`src/rtl/sparc_ifu_thrsched.sv`:
```
// IFU switch-stage thread scheduler: per-thread IDLE/RDY/WAIT tracking,
// LRU next-thread pick registered onto thr_f, and a sticky WAIT watchdog.
module sparc_ifu_thrsched #(
  parameter int unsigned TO_W = 8
) (
  input  logic       clk,
  input  logic       reset,
  input  logic       se,
  input  logic [3:0] thr_active,
  input  logic [3:0] rst_thread,
  input  logic [3:0] completion,
  input  logic       sw_cond_s,
  input  logic [3:0] thr_s,
  input  logic       fcl_stall,
  output logic [3:0] thr_f,
  output logic       thr_vld_f,
  output logic [3:0] thr_rdy,
  output logic [3:0] thr_wait,
  output logic [3:0] wait_timeout
);

  typedef enum logic [1:0] {
    IDLE = 2'd0,
    RDY  = 2'd1,
    WAIT = 2'd2
  } thr_state_e;

  localparam logic [TO_W-1:0] CNT_MAX = '1;
  localparam logic [TO_W-1:0] CNT_PRE = CNT_MAX - 1'b1;

  thr_state_e      state_q [4];
  thr_state_e      state_d [4];
  logic [1:0]      order_q [4];
  logic [1:0]      order_d [4];
  logic [TO_W-1:0] cnt_q   [4];
  logic [3:0]      timeout_q;
  logic [3:0]      thr_f_q;
  logic            vld_q;
  logic [3:0]      cand;
  logic [3:0]      win_oh;
  logic            found;
  logic [1:0]      win;
  logic [1:0]      win_pos;

  // Scan enable only reaches the flops in the physical netlist.
  logic unused_se;
  assign unused_se = se;

  always_comb begin
    for (int unsigned i = 0; i < 4; i++) begin
      state_d[i] = state_q[i];
      if (!thr_active[i])                                   state_d[i] = IDLE;
      else if (rst_thread[i])                               state_d[i] = WAIT;
      else if (state_q[i] == RDY && sw_cond_s && thr_s[i])  state_d[i] = WAIT;
      else if (state_q[i] == WAIT && completion[i])         state_d[i] = RDY;
      else if (state_q[i] == IDLE)                          state_d[i] = WAIT;
      cand[i] = (state_d[i] == RDY);
    end
  end

  // Walk LRU head->tail for the first ready thread; winner rotates to the tail.
  always_comb begin
    found   = 1'b0;
    win     = '0;
    win_pos = '0;
    for (int unsigned p = 0; p < 4; p++) begin
      if (!found && cand[order_q[p]]) begin
        found   = 1'b1;
        win     = order_q[p];
        win_pos = 2'(p);
      end
    end
    win_oh = '0;
    if (found) win_oh[win] = 1'b1;
    order_d = order_q;
    if (!fcl_stall && found) begin
      for (int unsigned p = 0; p < 3; p++) begin
        if (2'(p) >= win_pos) order_d[p] = order_q[p+1];
      end
      order_d[3] = win;
    end
  end

  always_ff @(posedge clk) begin
    if (reset) begin
      for (int unsigned i = 0; i < 4; i++) begin
        state_q[i] <= IDLE;
        order_q[i] <= 2'(i);
        cnt_q[i]   <= '0;
      end
      timeout_q <= '0;
      thr_f_q   <= '0;
      vld_q     <= 1'b0;
    end else begin
      for (int unsigned i = 0; i < 4; i++) begin
        state_q[i] <= state_d[i];
        order_q[i] <= order_d[i];
        if (state_q[i] != WAIT)      cnt_q[i] <= '0;
        else if (cnt_q[i] != CNT_MAX) cnt_q[i] <= cnt_q[i] + 1'b1;
        // Sets on the edge where the counter reaches saturation.
        if (!thr_active[i])                                  timeout_q[i] <= 1'b0;
        else if (state_q[i] == WAIT && cnt_q[i] >= CNT_PRE)  timeout_q[i] <= 1'b1;
      end
      if (!fcl_stall) begin
        thr_f_q <= win_oh;
        vld_q   <= found;
      end
    end
  end

  always_comb begin
    for (int unsigned i = 0; i < 4; i++) begin
      thr_rdy[i]  = (state_q[i] == RDY);
      thr_wait[i] = (state_q[i] == WAIT);
    end
  end

  assign thr_f        = thr_f_q;
  assign thr_vld_f    = vld_q;
  assign wait_timeout = timeout_q;

endmodule

```
`config.mk`:
```
export PLATFORM = sky130hd
export DESIGN_NAME = sparc_ifu_thrsched
export DESIGN_NICKNAME = d
export VERILOG_FILES = /design/src/rtl/sparc_ifu_thrsched.sv
export SDC_FILE = /design/constraint.sdc
export NUM_CORES = 1
export LEC_CHECK = 0
export BUFFER_PORTS_ARGS = -buffer_cell sky130_fd_sc_hd__buf_2
export CAP_MARGIN = 20
export CORE_AREA = 2 2 77 79
export CTS_BUF_LIST = sky130_fd_sc_hd__clkbuf_16
export CTS_CLUSTER_DIAMETER = 200
export DETAILED_ROUTE_END_ITERATION = 16
export DIE_AREA = 0 0 79 81
export MAX_ROUTING_LAYER = met4
export PLACE_DENSITY = 0.79
export SYNTH_ARGS = -nofsm -noshare
export SYNTH_HDL_FRONTEND = slang
export SYNTH_SLANG_ARGS = --single-unit
```
`constraint.sdc`:
```
create_clock -name clk -period 2.9 [get_ports clk]
set_input_delay 0.29 -clock clk [delete_from_list [all_inputs] [get_ports clk]]
set_output_delay 0.29 -clock clk [all_outputs]
set_load 0.01 [all_outputs]
```
**Word level (Yosys, flattened, before mapping)**

Memories as Yosys holds them, arrays and structs flattened.
Cells that the tools add are included.

- Add/subtract/negate cells: 4
- Order comparisons: 13
- Equal/unequal tests: 20
- Muxes and demuxes: 85
- Bitwise logic cells: 16
- Reductions and logical operators: 36

Operator list:

| kind | number |
|---|---|
| 2-to-1 mux 8 bit | 8 |
| 2-to-1 mux 2 bit | 30 |
| 2-to-1 mux 1 bit | 41 |
| adder 8 x 1 -> 8 bit, second input constant | 4 |
| >= comparator 8 bit, second input constant | 4 |
| != test 8 bit, second input constant | 4 |
| logical AND 1 bit | 21 |
| == test 2 x 1 -> 1 bit, second input constant | 8 |
| < comparator 2 x 3 -> 1 bit, second input constant | 5 |
| OR 1 bit | 12 |
| binary-select mux 1 bit (select 2 bit) | 4 |
| == test 2 bit, second input constant | 4 |
| logical NOT 2 bit | 4 |
| != test 2 bit, second input constant | 4 |
| OR reduction 2 bit | 4 |
| AND reduction 2 bit | 3 |
| >= comparator 1 x 2 -> 1 bit, first input constant | 2 |
| logical NOT 1 bit | 4 |
| 2-to-1 mux 4 bit | 1 |
| NOT 1 bit | 4 |
| demux 1 bit (select 2 bit) | 1 |
| >= comparator 2 x 1 -> 1 bit, second input constant | 1 |
| >= comparator 2 bit, first input constant | 1 |

- Bits in registers: 17
- Bits in writable memories: 40
- Bits of input ports: 21
- Output and inout bits: 17
- Logic and storage cells: 186
- Memories kept: 2

Memories:

| name | words | bits a word | rd ports | clocked after memory_dff | write ports | line | source |
|---|---|---|---|---|---|---|---|
| cnt_q | 4 | 8 | 4 | 0 | 4 | 35 | `logic [TO_W-1:0] cnt_q [4];` |
| state_q | 4 | 2 | 4 | 0 | 4 | 31 | `thr_state_e state_q [4];` |

**Longest topological paths before layout**

Gate-level depths: netlist (run 1).
An unclocked memory read counts as a cell.

- Depth after elaboration: 25
- Mapped depth: 9
- Gate-level depth less buffers: 9

**Worst setup path after synthesis (run 1)**

Ideal clock, no wire load.

- Kind: register to register
- Start point: memory state_q[0][4] (netlist bit)
- End point: register thr_f_q[3] (netlist: thr_f[3])
- Library setup time: 0.117 ns
- Arrival time: 2.139 ns
- Required time: 2.783 ns
- Setup slack: 0.644 ns
- Stages on the path, launching flop included: 9
- Buffers on the path: 0
- Period minus slack after synthesis: 2.256 ns
- Cell sequence: dfxtp_1 > nor2b_1 > o2bb2ai_1 > nand2_1 > mux4_2 > o211a_1 > o31a_1 > or2_0 > a22o_1

RTL lines:

| element | line | source |
|---|---|---|
| start: declaration | 31 |  |
| end signal: assignment | 105 | `thr_f_q <= win_oh;` |
| end: declaration | 37 | `logic [3:0] thr_f_q;` |

==> impl_results.md, run 1 <==
* Syn. warnings at 0
* Final worst path period share at 0.838
* Sequential share of the synthesized area at 0.469
* Via count at between 2000 and 3000
* Wirelength per Cell at 14.5 um
* Grt total ovfl at 0
* Post-route DRC at 0
* Gr usage total at 0.227
* Synth cell types at 54
* Power Dens Cells at 538 nW/um^2
* Status: finished, final reports clean
* Slew Limit Fails at 0
* Placer Congestion at 0.883
* Clk pwr share at 0.466
* Drt total wl at 6550 um
* Post-cts sizing count at 0
* Slowest-stage cell, CP: mux4_2
* CTS buffer count at 9
* Sw Share at 0.235
* Dominant synthesized flop cell: edfxtp_1
* Fillers at about 500
* Initial antenna violation count at 0
* Final non-filler cell total at 452
* ANT cells at 0
* CTS HTree Levels at 3
* Die area at around 6400 sq um
* Number of max-cap violations at 0
* Post-route ant nets at 0
* Drt pass-1 iters at 4
* Flop-to-flop setup slack at 0.47 ns
* Root Buffer: clkbuf_16
* Worst hold path type: primary input to register
* Starting Density at 0.549
* Leakage at 1.43 nW
* Fin Setup TNS at 0 ns
* Crit path kind: register to register
* CP endpoint kind: register
* I/O pins at 38
* Final min period at 2.43 ns
* Number of global-route vias before repair at between 2000 and 2500
* Skew final at 0.00653 ns
* Crit-path cells: a21bo_2, o2bb2ai_4, nand2_2, mux4_2, o211a_1, o31a_1, or2_0, a22o_1
* Post-CTS setup buffer count at 0
* Die Span Y at 81 um
* CP max FO at 5
* Commonest non-fill, non-tap cells in the layout: nor2_1, buf_2, nand2_1, edfxtp_1, dfxtp_1
* Slew of the pin with the lowest slew margin at between 0.5 and 0.6 ns
* FFs w/ async S/R, synth at 0
* Area delta synth->final at 15.7%
* Internal Power at 1.49 mW
* Mapped Nets at 361
* Max clock buf depth at 2
* Core Region at 5680 sq um
* Hold Fails Final Rpt at 0
* Worst-Skew Late Latency at 0.32 ns
* Clock-pin slew on the worst setup and hold paths at 0.05 ns
* # rows at 28
* Hold Buf Count CTS at 0
* Drt via density at 5.60
* Placed cells at approximately 440
* Die width at 79 um
* Worst path required time at roughly 3.1 ns
* Nets@finish at 401
* CTS tree: built
* Detail Placement HPWL at roughly 4600 um
* CP top delay family: compound AO/OA/AOI/OAI gates
* Largest net degree at the start of global routing at 16
* Worst setup SP type: register
* Worst relative slew slack at 0.609
* Share of cells above drive strength 1 at 0.159
* Crit path buf inv count at 0
* I/O Buffers at 36
* Max incr delay on CP at 0.49 ns
* Cells after Synth at 332
* Initial DRC count at 197
* RSZ-0062 raised after global routing: no
* Logic pwr share at 0.075
* Most common cell after layout, fill and taps aside: nor2_1
* First-pass GRT wire length at ~11000 um
* Fmax at 412 MHz
* #FFs+latches synth at 57
* Num Clock Sinks at 57
* Seq pwr share at 0.459
* Peak supply drop at about 380 uV
* Syn Area/Cell at 9.39 sq um
* Finish-stage setup viols at 0
* Cell area after synthesis at 3120 sq um
* Switching power at 0.456 mW
* Post-synth EDFFs at 32
* Worst Path Arrival at 2.64 ns
## power by group through the flow
stage                     clock network [mW]  logic (mW)  registers, mW
final                                  0.904       0.146          0.892
after global routing                   0.952       0.163          0.894
after CTS                              0.910       0.146          0.891
after detailed placement                   0       0.145          0.906
after global placement                     0       0.142          0.906
after floorplan                            0       0.107          0.896
## path summary, 6_finish.rpt
path / endpoint / from / cells past startpoint
worst max-delay path: thr_f[3] / state_q[0][2] / 8
worst max register to register: thr_f[3] / state_q[0][2] / 8
worst min-delay path: state_q[0][0] / rst_thread[0] / 2
worst min register to register: thr_f[0] / thr_f[0] / 2
## routing by layer
metal  up-vias  track usage  wire, um
li1       1279            -         -
met1      1182        0.284      3060
met2        59        0.360      3130
met3         9       0.0378       250
met4         0        0.114       117
met5         -            -         0
## metrics by stage
step	power, mW	setup WS (ns)	utilization	hold slack [ns]	area [sq um]
finish	1.94	0.471	0.635	0.158	3610
global placement	1.05	0.392	0.590	0.445	3350
global route	2.01	0.311	0.635	0.173	3610
CTS	1.95	0.486	0.635	0.151	3610
floorplan	1.00	0.644	-	0.363	3120
detailed placement	1.05	0.379	0.590	0.449	3350
## sequential cells by signal, summed over array words and instances, names as in the netlist
signal        count
cnt_q            32
order_q           8
state_q           8
thr_f             4
thr_vld_f         1
wait_timeout      4
## synthesized netlist by cell type (all sizes together), types with 2 or more instances
cell type,count,area share
clkbuf,4,0.0060
o21ai,14,0.022
mux2i,3,0.0096
a22oi,3,0.0072
dfxtp,25,0.16
ha,8,0.032
and3,3,0.0060
nand2,34,0.042
and2,4,0.0084
xnor2,8,0.022
o211a,3,0.0096
nor2b,6,0.012
nor2,55,0.066
inv,12,0.014
xor2,12,0.034
o211ai,9,0.022
nand4,5,0.010
nand2b,3,0.0068
nand3,17,0.027
or3,6,0.012
o2bb2ai,3,0.014
a211oi,5,0.012
buf,4,0.0096
o2111ai,2,0.0056
and2b,6,0.015
a21oi,23,0.037
edfxtp,32,0.31
a22o,2,0.0056
nor3,4,0.0064
## logic make-up (layout without fill, tap and decap cells)
kind of cell	count (synthesis)	count (layout)	synth area share
AO/OA/AOI/OAI	73	73	0.167
XOR/XNOR	20	20	0.0562
adder cells (fa/ha/maj)	8	8	0.0321
buffers and inverters	20	65	0.0301
flip-flops	57	57	0.469
multiplexers	4	4	0.0169
AND/OR/NAND/NOR	150	150	0.229
## cell type report
cell class,count,area (sq um),area share
clock buffer,9,225,0.0625
sequential,57,1460,0.405
multi-input combinational,255,1560,0.433
clock inverter,7,30.0,0.00833
inverter,12,45.0,0.0125
tap,75,93.8,0.0260
timing repair buffer,37,188,0.0520
(Power assumes the default switching activity.)
==> inputs of run 2 (changes only) <==
Settings changed: CORE_AREA 2 2 77 79 to 2 2 81 83, DIE_AREA 0 0 79 81 to 0 0 83 85, PLACE_DENSITY 0.79 to 0.76.
Clock period 2.9 ns to 1.9 ns, I/O delays scaled along.
==> impl_results.md, run 2 (synthesis results as in run 1) <==
* RSZ-0062 raised after global routing: yes
* Worst-Skew Late Latency at 0.33 ns (about the same)
* CP top delay family: compound AO/OA/AOI/OAI gates
* Peak supply drop at 588 uV (+56%)
* Crit-path cells: a21bo_4, o2bb2ai_4, nand2_2, mux4_2, o211a_1, o21a_2, or2_1, a22o_1
* Finish-stage setup viols at 11 (+11)
* First-pass GRT wire length at 12300 um (+13%)
* Share of cells above drive strength 1 at 0.306 (+0.147)
* Slew of the pin with the lowest slew margin at 0.390 ns (-0.193 ns)
* Largest net degree at the start of global routing at 12 (-4)
* Grt total ovfl at 0 (unchanged)
* Worst relative slew slack at 0.739 (+0.130)
* CTS buffer count at 9 (unchanged)
* Power Dens Cells at 800 nW/um^2 (+49%)
* Die area at 7060 sq um (+10%)
* Hold Crit Depth at 3 (+1)
* Hold Fails Final Rpt at 0 (unchanged)
* Root Buffer: clkbuf_16
* Failing checks: setup timing
* Area delta synth->final at 31.4%
* Largest reg by FF count: cnt_q
* Die Span Y at 85 um (+4.9%)
* Max incr delay on CP at 0.47 ns (-0.02 ns)
* Clock-pin slew on the worst setup and hold paths at 0.05 ns (about the same)
* Via count at 2726 (+7.8%)
* CTS HTree Levels at 3 (unchanged)
* Post-route ant nets at 0 (unchanged)
* CP max FO at 4 (-1)
* CTS tree: built
* Worst hold path type: primary input to register
* Worst Path Arrival at 2.41 ns (-0.23 ns)
* Hold Buf Count CTS at 0 (unchanged)
* Placed cells at 480 (+10%)
* Max reg flops at 32 (unchanged)
* Reg-to-reg critical path startpoint: state_q[0][2]
* Initial DRC count at 95 (-52%)
* Slew Limit Fails at 0 (unchanged)
* Nets@finish at 446 (+11%)
* I/O pins at 38 (unchanged)
* CP endpoint kind: register
* Starting Density at 0.503 (-0.0469)
* # rows at 29 (+3.6%)
* Gr usage total at 0.226 (-0.000938)
* Fmax at 459 MHz (+11%)
* Final worst path period share at 1.15 (+0.309)
* Flop-to-flop setup slack at -0.28 ns (-0.75 ns)
* Drt total wl at 7360 um (+12%)
* Initial antenna violation count at 0 (unchanged)
* Die width at 83 um (+5.1%)
* Drt pass-1 iters at 4 (unchanged)
* Hold Path End: state_q[0][2]
* Crit path buf inv count at 0 (unchanged)
* Number of global-route vias before repair at 2714 (+18%)
* Post-route DRC at 0 (unchanged)
* Worst path required time at 2.13 ns (-0.99 ns)
* Commonest non-fill, non-tap cells in the layout: nor2_1, buf_4, buf_2, nand2_1, edfxtp_1
* Core Util, Final at 0.660 (+0.0251)
* Leakage at 1.68 nW (+17%)
* Slowest-stage cell, CP: mux4_2
* Fillers at 507 (+1.6%)
* Path depth of the worst reg2reg path at 8 (unchanged)
* Detail Placement HPWL at 5400 um (+18%)
* Num Clock Sinks at 57 (unchanged)
* Placer Congestion at 0.893 (+1.1%)
* ANT cells at 0 (unchanged)
* Max clock buf depth at 2 (unchanged)
* Final non-filler cell total at 499 (+10%)
* Worst r2r dst: thr_f[3]
* Drt via density at 5.46 (-2.4%)
* Status: finished with violations
* Wirelength per Cell at 14.8 um (+1.8%)
* Top Registers: cnt_q: 32 flops, order_q: 8 flops, state_q: 8 flops
* Most common cell after layout, fill and taps aside: nor2_1
* Crit path kind: register to register
* Final min period at 2.18 ns (-0.250 ns)
* Hold wc startpoint: rst_thread[1]
* I/O Buffers at 36 (unchanged)
* Final setup margin at -0.279 ns (-0.750 ns)
* Core Region at 6200 sq um (+9.3%)
* Worst setup SP type: register
* Number of max-cap violations at 0 (unchanged)
* Skew final at 0.00426 ns (-0.00226 ns)
==> run 2: layout make-up <==
class | count | area [sq um] | area share
clock buffer | 9 | 225 | 0.0550
tap | 77 | 96.3 | 0.0235
clock inverter | 7 | 70.1 | 0.0171
multi-input combinational | 255 | 1660 | 0.404
inverter | 12 | 47.5 | 0.0116
sequential | 57 | 1470 | 0.358
timing repair buffer | 82 | 533 | 0.130
==> run 2: timing repair <==
action / in CTS / in global routing
pin swaps: 3 / 4
gates resized for setup: 13 / 7
endpoints found under the setup margin: 11 / 13
setup buffers: 3 / 2
==> run 2: worst max-delay path by stage <==
| stage | startpoint | to | slack [ns] | cells past startpoint |
|---|---|---|---|---|
| 4_1_cts | state_q[0][6] | thr_f[3] | -0.24 | 9 |
| 2_1_floorplan | state_q[0][6] | thr_f[3] | -0.23 | 7 |
| 3_3_place_gp | state_q[0][5] | order_q[1] | -0.25 | 8 |
| 5_1_grt | state_q[0][2] | thr_f[3] | -0.36 | 8 |
| 6_report | state_q[0][2] | thr_f[3] | -0.28 | 8 |
| 3_5_place_dp | sw_cond_s | thr_f[3] | -0.29 | 8 |
==> run 2: report_power, final <==
group | leakage [nW] | internal, mW | switching, mW
Clock | 0.142 | 1.01 | 0.589
Combinational | 0.935 | 0.156 | 0.165
Sequential | 0.599 | 1.32 | 0.0377
==> run 2: tightest hold or removal path: cells and delay by family <==
| family | cells | cell delay (ns) |
|---|---|---|
| buffers and inverters | 2 | 0.18 |
| AO/OA/AOI/OAI | 1 | 0.04 |
==> run 2: per-stage QoR <==
stage	setup TNS, ns	setup WS (ns)	power [mW]	cell area, sq um	hold WS [ns]
CTS	-1.53	-0.237	3.28	4070	0.117
floorplan	-0.532	-0.232	1.54	3160	0.255
detailed placement	-2.01	-0.294	1.68	3710	0.449
global placement	-1.82	-0.252	1.67	3710	0.446
global route	-3.00	-0.363	3.38	4100	0.132
finish	-1.72	-0.279	3.28	4100	0.116
==> run 2: per-layer routing <==
layer  track usage  up-vias  wire length [um]
met5             -        -                 0
li1              -     1372                 -
met2         0.391       67              3800
met3        0.0370       14               319
met1         0.254     1273              3080
met4         0.115        0               159
==> inputs of run 3 (changes only) <==
Settings changed: CORE_AREA 2 2 81 83 to 2 2 77 79, DIE_AREA 0 0 83 85 to 0 0 79 81, PLACE_DENSITY 0.76 to 0.79.
Clock period 1.9 ns to 2.03 ns, I/O delays scaled along.
==> impl_results.md, run 3 (synthesis results as in run 1) <==
* Status: finished with violations
* Failing checks: setup timing
* CTS tree: built
* CTS HTree Levels at 3 (unchanged)
* CP top delay family: compound AO/OA/AOI/OAI gates
* Skew final at 0.00500 ns (+0.000732 ns)
* Initial antenna violation count at 0 (unchanged)
* Share of cells above drive strength 1 at 0.280 (-0.0259)
* CP max FO at 4 (unchanged)
* Placer Congestion at 0.839 (-6.0%)
* Number of max-cap violations at 0 (unchanged)
* CP endpoint kind: register
* First-pass GRT wire length at 11700 um (-4.4%)
* Path depth of the worst reg2reg path at 8 (unchanged)
* Core Region at 5680 sq um (-8.5%)
* I/O Buffers at 36 (unchanged)
* Leakage at 1.63 nW (-2.5%)
* Die width at 79 um (-4.8%)
* Max clock buf depth at 2 (unchanged)
* Worst hold path type: primary input to register
* Nets@finish at 435 (-2.5%)
* Slew of the pin with the lowest slew margin at 0.535 ns (+0.145 ns)
* Wirelength per Cell at 15.2 um (+3.1%)
* CP Capture Point: thr_f[3]
* Worst relative slew slack at 0.641 (-0.0978)
* Drt pass-1 iters at 4 (unchanged)
* Number of global-route vias before repair at 2613 (-3.7%)
* Placed cells at 467 (-2.7%)
* Internal Power at 2.31 mW (-7.1%)
* Crit path depth at 8 (unchanged)
* Reg-to-reg critical path startpoint: state_q[0][1]
* Drt total wl at 7400 um (+0.42%)
* Post-route ant nets at 0 (unchanged)
* Largest reg by FF count: cnt_q
* Tot Pwr at 3.01 mW (-8.3%)
* Detail Placement HPWL at 5040 um (-6.7%)
* Fillers at 439 (-13%)
* Logic pwr share at 0.103 (+0.005)
* Power Dens Cells at 747 nW/um^2 (-6.6%)
* RSZ-0062 raised after global routing: yes
* Hold_ws at 0.0643 ns (-0.0515 ns)
* Grt total ovfl at 0 (unchanged)
* Worst r2r dst: thr_f[3]
* Crit path from: state_q[0][1]
* Switching power at 0.698 mW (-12%)
* Commonest non-fill, non-tap cells in the layout: nor2_1, buf_2, buf_4, nand2_1, edfxtp_1
* Slew Limit Fails at 0 (unchanged)
* Num Clock Sinks at 57 (unchanged)
* ANT cells at 0 (unchanged)
* Crit path buf inv count at 0 (unchanged)
* Fmax at 447 MHz (-2.6%)
* Slowest-stage cell, CP: mux4_2
* Drt via density at 5.57 (+1.9%)
* Crit path kind: register to register
* I/O pins at 38 (unchanged)
* Die area at 6400 sq um (-9.3%)
* Final worst path period share at 1.10 (-0.0444)
* Final non-filler cell total at 486 (-2.6%)
* Area delta synth->final at 29.0%
* Crit-path cells: and2b_2, o2bb2ai_4, nand2_2, mux4_2, o211a_1, o31a_1, or2_1, a22o_1
* Largest net degree at the start of global routing at 13 (+1)
* Starting Density at 0.549 (+0.0469)
* Final setup margin at -0.208 ns (+0.0710 ns)
* CTS buffer count at 9 (unchanged)
* Seq pwr share at 0.423 (+0.009)
* Top Registers: cnt_q: 32 flops, order_q: 8 flops, state_q: 8 flops
* Max incr delay on CP at 0.49 ns (+0.02 ns)
* Clock-pin slew on the worst setup and hold paths at 0.05 ns (about the same)
* Die Span Y at 81 um (-4.7%)
* Sw Share at 0.232 (-0.00934)
* Finish-stage setup viols at 8 (-3)
* Max reg flops at 32 (unchanged)
* Clk pwr share at 0.474 (-0.014)
* Root Buffer: clkbuf_16
* Most common cell after layout, fill and taps aside: nor2_1
* Worst-Skew Late Latency at 0.32 ns (about the same)
* Flop-to-flop setup slack at -0.21 ns (+0.07 ns)
* Pre-CTS setup slack at -0.159 ns (+0.134 ns)
* Post-route DRC at 0 (unchanged)
* Gr usage total at 0.245 (+0.0185)
* Worst path required time at 2.24 ns (+0.11 ns)
* Peak supply drop at 562 uV (-4.4%)
* Initial DRC count at 131 (+38%)
* Worst Path Arrival at 2.45 ns (+0.04 ns)
* Hold Fails Final Rpt at 0 (unchanged)
* Worst setup SP type: register
* Final min period at 2.24 ns (+0.0590 ns)
* # rows at 28 (-3.4%)
* Via count at 2705 (-0.77%)
[run 3: layout make-up]
| class | instances | area [sq um] | area share |
|---|---|---|---|
| multi-input cells | 255 | 1680 | 0.417 |
| repair buffers | 71 | 450 | 0.112 |
| well taps | 75 | 93.8 | 0.0233 |
| inverters | 12 | 47.5 | 0.0118 |
| clock buffers | 9 | 225 | 0.0560 |
| clock inverters | 7 | 55.1 | 0.0137 |
| flip-flops and latches | 57 | 1470 | 0.366 |
[run 3: worst reg2reg max path, stage by stage, from the launching register on]
cell	delay (ns)
dfxtp_2	0.32
and2b_2	0.24
o2bb2ai_4	0.14
nand2_2	0.07
mux4_2	0.49
o211a_1	0.15
o31a_1	0.27
or2_1	0.27
a22o_1	0.19
[run 3: how the worst min path moves through the flow]
| stage | to | start | depth (start not counted) |
|---|---|---|---|
| detailed placement | state_q[0][2] | rst_thread[1] | 2 |
| global route | state_q[0][2] | rst_thread[1] | 2 |
| floorplan | state_q[0][2] | rst_thread[1] | 1 |
| finish | state_q[0][2] | rst_thread[1] | 2 |
| CTS | state_q[0][2] | rst_thread[1] | 2 |
| global placement | state_q[0][2] | rst_thread[1] | 2 |
[run 3: routing by layer]
layer,share of wire,global-route usage,wire length (um)
met4,0.023,0.128,170
met2,0.49,0.408,3660
met1,0.45,0.284,3340
met3,0.030,0.0444,225
met5,0,-,0
[run 3: stage by stage]
stage	util	cell area (sq um)	TNS, ns
global route	0.709	4020	-1.59
detailed placement	0.636	3610	-0.792
finish	0.709	4020	-0.783
global placement	0.636	3610	-0.483
CTS	0.692	3930	-0.559
floorplan	-	3150	-0.128
[run 3: repair_timing]
| action | CTS | global route |
|---|---|---|
| resized for setup | 7 | 21 |
| pin swaps | 2 | 7 |
| hold buffers | 0 | 0 |
| setup endpoints to repair | 8 | 12 |
| setup buffers | 2 | 1 |
[run 3: power by group through the flow]
stage	Combinational, mW	Sequential (mW)	Clock (mW)
2_1_floorplan	0.155	1.28	0
3_3_place_gp	0.253	1.29	0
3_5_place_dp	0.258	1.29	0
4_1_cts	0.271	1.27	1.43
5_1_grt	0.336	1.28	1.48
6_report	0.311	1.27	1.42
